<file path="src/rtl/rf_pkg.sv">
// Shared constants and index helpers for the multi-port register file and its scoreboard.
package rf_pkg;

    localparam int unsigned XLEN_DEF  = 32;
    localparam int unsigned NREGS_DEF = 32;

    // Register address width; a two-entry file still needs one address bit.
    function automatic int unsigned addr_width(input int unsigned nregs);
        return (nregs <= 2) ? 1 : $clog2(nregs);
    endfunction

    // Low bit of port 'idx' inside a flat bus of 'width'-bit fields.
    function automatic int unsigned slice_lo(input int unsigned idx, input int unsigned width);
        return idx * width;
    endfunction

endpackage

</file>
<file path="src/rtl/rf_scoreboard.sv">
// Busy-bit scoreboard: one pending-write flag per register, set on accepted issue,
// cleared on write-back or flush; answers issue acceptance and per-source busy lookups.
module rf_scoreboard
    import rf_pkg::*;
#(
    parameter  int unsigned NREGS = NREGS_DEF,
    parameter  int unsigned NRD   = 2,
    parameter  int unsigned NWR   = 2,
    localparam int unsigned AW    = addr_width(NREGS)
) (
    input  logic              clk,
    input  logic              rst,
    input  logic              flush,
    input  logic              iss_valid,
    input  logic [AW-1:0]     iss_rd,
    input  logic [NWR-1:0]    wr_en,
    input  logic [NWR*AW-1:0] wr_addr,
    input  logic [NRD*AW-1:0] rd_addr,
    output logic              iss_ready,
    output logic [NRD-1:0]    rd_busy
);

    logic [NREGS-1:0] busy_q;
    logic [NREGS-1:0] busy_d;
    logic [NREGS-1:0] clr_vec;

    // NOTE: every always_comb output is given a default before any conditional update,
    // so no path leaves it unassigned and no latch is inferred.
    always_comb begin
        clr_vec = '0;
        for (int w = 0; w < NWR; w++) begin
            if (wr_en[w]) clr_vec[wr_addr[slice_lo(w, AW) +: AW]] = 1'b1;
        end
    end

    // A write-back landing this cycle frees the destination for a new producer.
    assign iss_ready = !flush && ((iss_rd == '0) || !busy_q[iss_rd] || clr_vec[iss_rd]);

    always_comb begin
        busy_d = flush ? '0 : (busy_q & ~clr_vec);
        // Applied after the clear so a new producer outranks the retiring one.
        if (iss_valid && iss_ready && (iss_rd != '0)) busy_d[iss_rd] = 1'b1;
        busy_d[0] = 1'b0;
    end

    // NOTE: sequential state is updated with non-blocking assignments only, so every
    // flop samples the pre-edge values of its peers.
    always_ff @(posedge clk) begin
        if (rst) busy_q <= '0;
        else     busy_q <= busy_d;
    end

    always_comb begin
        rd_busy = '0;
        for (int k = 0; k < NRD; k++) begin
            rd_busy[k] = busy_q[rd_addr[slice_lo(k, AW) +: AW]];
        end
    end

endmodule

</file>
<file path="src/rtl/regfile_mp_sb.sv">
// Multi-port integer register file with busy-bit scoreboard.
// Define RF_BYPASS_EN to forward same-cycle write-back data and busy clears to the read ports.
module regfile_mp_sb
    import rf_pkg::*;
#(
    parameter  int unsigned XLEN  = XLEN_DEF,
    parameter  int unsigned NREGS = NREGS_DEF,
    parameter  int unsigned NRD   = 2,
    parameter  int unsigned NWR   = 2,
    localparam int unsigned AW    = addr_width(NREGS)
) (
    input  logic                clk,
    input  logic                rst,
    input  logic [NRD*AW-1:0]   rs_addr,
    output logic [NRD*XLEN-1:0] rs_data,
    output logic [NRD-1:0]      rs_busy,
    input  logic [NWR-1:0]      wr_en,
    input  logic [NWR*AW-1:0]   wr_addr,
    input  logic [NWR*XLEN-1:0] wr_data,
    input  logic                iss_valid,
    input  logic [AW-1:0]       iss_rd,
    output logic                iss_ready,
    input  logic                flush
);

    logic [XLEN-1:0] regs_q [NREGS];
    logic [NRD-1:0]  raw_busy;

    // NOTE: the array is reset explicitly because software expects every register to
    // read zero after reset; this keeps it in flops rather than a reset-less RAM macro.
    // Ascending port order means the highest-index port's assignment is the one that lands.
    always_ff @(posedge clk) begin
        if (rst) begin
            for (int i = 0; i < NREGS; i++) regs_q[i] <= '0;
        end else begin
            for (int w = 0; w < NWR; w++) begin
                if (wr_en[w] && (wr_addr[slice_lo(w, AW) +: AW] != '0))
                    regs_q[wr_addr[slice_lo(w, AW) +: AW]] <= wr_data[slice_lo(w, XLEN) +: XLEN];
            end
        end
    end

    rf_scoreboard #(
        .NREGS (NREGS),
        .NRD   (NRD),
        .NWR   (NWR)
    ) u_scoreboard (
        .clk       (clk),
        .rst       (rst),
        .flush     (flush),
        .iss_valid (iss_valid),
        .iss_rd    (iss_rd),
        .wr_en     (wr_en),
        .wr_addr   (wr_addr),
        .rd_addr   (rs_addr),
        .iss_ready (iss_ready),
        .rd_busy   (raw_busy)
    );

`ifdef RF_BYPASS_EN
    logic [NRD-1:0] byp_hit;

    always_comb begin
        rs_data = '0;
        byp_hit = '0;
        for (int k = 0; k < NRD; k++) begin
            rs_data[slice_lo(k, XLEN) +: XLEN] = regs_q[rs_addr[slice_lo(k, AW) +: AW]];
            for (int w = 0; w < NWR; w++) begin
                if (wr_en[w] && (rs_addr[slice_lo(k, AW) +: AW] != '0) &&
                    (wr_addr[slice_lo(w, AW) +: AW] == rs_addr[slice_lo(k, AW) +: AW])) begin
                    rs_data[slice_lo(k, XLEN) +: XLEN] = wr_data[slice_lo(w, XLEN) +: XLEN];
                    byp_hit[k] = 1'b1;
                end
            end
        end
    end

    assign rs_busy = raw_busy & ~byp_hit;
`else
    always_comb begin
        rs_data = '0;
        for (int k = 0; k < NRD; k++) begin
            rs_data[slice_lo(k, XLEN) +: XLEN] = regs_q[rs_addr[slice_lo(k, AW) +: AW]];
        end
    end

    assign rs_busy = raw_busy;
`endif

endmodule

</file>
<file path="config.mk">
export PLATFORM = sky130hd
export DESIGN_NAME = regfile_mp_sb
export DESIGN_NICKNAME = d
export VERILOG_FILES = /design/src/rtl/rf_pkg.sv /design/src/rtl/rf_scoreboard.sv /design/src/rtl/regfile_mp_sb.sv
export SDC_FILE = /design/constraint.sdc
export NUM_CORES = 2
export LEC_CHECK = 0
export CORE_UTILIZATION = 30
export CTS_BUF_LIST = sky130_fd_sc_hd__clkbuf_4 sky130_fd_sc_hd__clkbuf_8
export DETAILED_ROUTE_END_ITERATION = 8
export PLACE_DENSITY = 0.42
export SLEW_MARGIN = 20
export SYNTH_ARGS = -nofsm -noshare
export SYNTH_HDL_FRONTEND = slang
export SYNTH_SLANG_ARGS = --single-unit
</file>
<file path="constraint.sdc">
create_clock -name clk -period 5.9 [get_ports clk]
set_input_delay 1.18 -clock clk [delete_from_list [all_inputs] [get_ports clk]]
set_output_delay 1.18 -clock clk [all_outputs]
set_load 0.1 [all_outputs]
</file>
==> out/qor.csv <==
metric,value,unit
ctsRootBufferMaster,clkbuf_8,
cp-start-kind,input pin,
wl_per_cell,43.5,um
startpoint,wr_addr[4],
ant_nets,0,
synth_top_area_share,50.8,%
syn2layout_area_growth,16.7,%
synth-edff-count,1024,
grt_max_degree,54,
p_int,0.0138,W
synth_seq_area_share,51.9,%
cts_buffer_depth,3,
postCtsSetupRepairBufs,0,
synth_seq_cells,1055,
io_pins,162,
min_from,u_scoreboard.busy_q[26],
status,"finished, violations left",
drive_gt1_share,38.1,%
syn_area_per_cell,16.2,um^2
cts_hold_buf,0,
nets,3925,
die_width,451,um
topRoutingLayerUsed,met4,
ctsResizeCount,0,
cts_tree,yes,
slew_headroom,24.8,%
globalRouteTotalUtil,28.0,%
ys.flop_type,edfxtp_1,
required,4.72,ns
fin_crit,5.15,ns
insertion_delay,0.94,ns
post-route-period-util,87.3,%
yosysWarnings,0,
critPathKind,in2out,
dr_wl_met2,137000,um
tns,0,ns
async_flop_share,0,%
grt.overflow.total,0,
max_freq,194,MHz
clock_sinks,1055,
place_hpwl,172000,um
routed-wl-met3,21500,um
clkPwrFrac,36.3,%
synthesis.instances,3741,
synth_cell_types,57,
port_buffers,161,
skew,0.0182,ns
switching_power,0.00598,W
synth.cell_area,0.0605,mm^2
max-cap-violations,0,
violations,DRC,
rsz0062_at_grt,false,
crit_fanout,17,
drv_slew,0,
hold_violations,0,
grt_pass1_wl,388000,um
cts_max_level,4,
chipHeight,451,um
core_area,0.200,mm^2
first_global_vias,43000,
critPathCaptureType,output pin,
clk_pin_slew,0.06,ns
sw_frac_of_total,30.2,%
rows,164,
postPlaceCellArea,0.0668,mm^2
synth_largest_area_cell,edfxtp_1,
min_path_type,reg2reg,
cp.arrival,3.97,ns
p_comb_share,18.9,%
firstDrtPassIters,7,
timing.rr.start,u_scoreboard.busy_q[5],
tightest_slew,1.13,ns
initial_core_util,30.2,%
gp_congestion,0.886,
holdWs,0.510,ns
vias_per_cell,6.45,
numCtsBuffers,191,
power.leakage,23.1,nW
drt_iter0_markers,4946,
seqPwrFrac,44.8,%
antenna_found_initial,7,
setup_viol,0,
totalWireLength,289000,um
dieArea,0.203,mm^2
via_count,42900,
drc_errors,2,
ir_worst_vdd,140,uV
synth.area.top_cells,"edfxtp_1 51%, mux4_2 25%, a22o_1 15%, clkbuf_1 2.8%, mux2_2 1.3%",
stdcell_area,0.0706,mm^2
m1WireLength,118000,um
powerDensity,281,mW/mm^2
[worst max-delay path, cell delays in order]
cell and delay, ns:
clkdlybuf4s50_1 0.74, nor4bb_1 0.81, a22oi_1 0.27, o32ai_1 0.25
a311oi_2 0.09, nand3_2 0.15, nor4b_4 0.07, nor2_1 0.19
buf_12 0.20
[metrics by stage]
step                instances  util (%)  power (W)  setup slack (ns)
floorplan                3772         -     0.0112             0.855
global placement         6293      33.4     0.0127             0.817
detailed placement       6293      33.4     0.0127             0.814
CTS                      6641      35.3     0.0199             0.817
global route             6646      35.3     0.0203             0.623
finish                   6650      35.3     0.0198             0.751
[metal layers]
metal | GRT usage (%) | up-vias
met5 | 0 | -
met4 | 12.0 | 0
met3 | 5.57 | 508
met2 | 44.8 | 2330
met1 | 37.0 | 23600
li1 | - | 16500
[flip-flops by register name, summed over array words and instances (netlist names)]
signal               count
regs_q                1024
u_scoreboard.busy_q     31
[final cells by class]
cell class	count	area [um^2]
tap	2656	3320
multi-input combinational	2137	27300
sequential	1055	31400
fill	18900	129000
timing repair buffer	440	4780
clock buffer	268	3240
antenna	9	22.5
inverter	5	18.8
clock inverter	80	543
[path summary, 6_finish.rpt]
kind | endpoint | slack (ns) | cells after the start
setup / recovery | iss_ready | 0.75 | 9
setup reg to reg | u_scoreboard.busy_q[31] | 3.38 | 8
hold / removal | u_scoreboard.busy_q[26] | 0.51 | 2
hold reg to reg | u_scoreboard.busy_q[26] | 0.51 | 2
[cell usage after synthesis (6+ instances only)]
cell type and count:
a22o_1 1002, a22oi_1 20, buf_1 15, buf_2 88
buf_6 11, clkbuf_1 457, dfxtp_1 31, edfxtp_1 1024
mux2_2 71, mux2i_1 9, mux4_2 661, nand2_1 41
nand2b_1 11, nand3_1 35, nor2_1 58, nor2b_1 13
nor3_1 47, o22ai_1 6, o31ai_1 26, o32ai_1 8
or2_2 12, or3_1 25
[power groups by stage]
stage / clock network (W) / registers [W] / logic [W]
3_3_place_gp: 0 / 0.00900 / 0.00373
4_1_cts: 0.00733 / 0.00886 / 0.00374
6_report: 0.00720 / 0.00887 / 0.00375
2_1_floorplan: 0 / 0.00893 / 0.00222
5_1_grt: 0.00761 / 0.00891 / 0.00381
3_5_place_dp: 0 / 0.00902 / 0.00373
[cells by family after synthesis]
family                    count (synthesis)  synth area share, %
AOI/OAI and AO/OA                      1086                 15.6
DFF                                    1055                 51.9
muxes                                   741                 26.1
buffers and inverters                   580                 3.94
and+or+nand+nor                         276                 2.46
xor gates and xnor gates                  2               0.0290
other                                     1              0.00620
[layout by cell type (no fill, tap or decap), types with 47 or more instances in the layout]
master / n
mux2_2: 71
buf_4: 245
clkdlybuf4s50_1: 70
a22o_1: 1002
clkinv_1: 47
clkbuf_8: 196
clkbuf_4: 72
edfxtp_1: 1024
mux4_2: 661
buf_12: 104
Power figures use the tool's default switching activity.
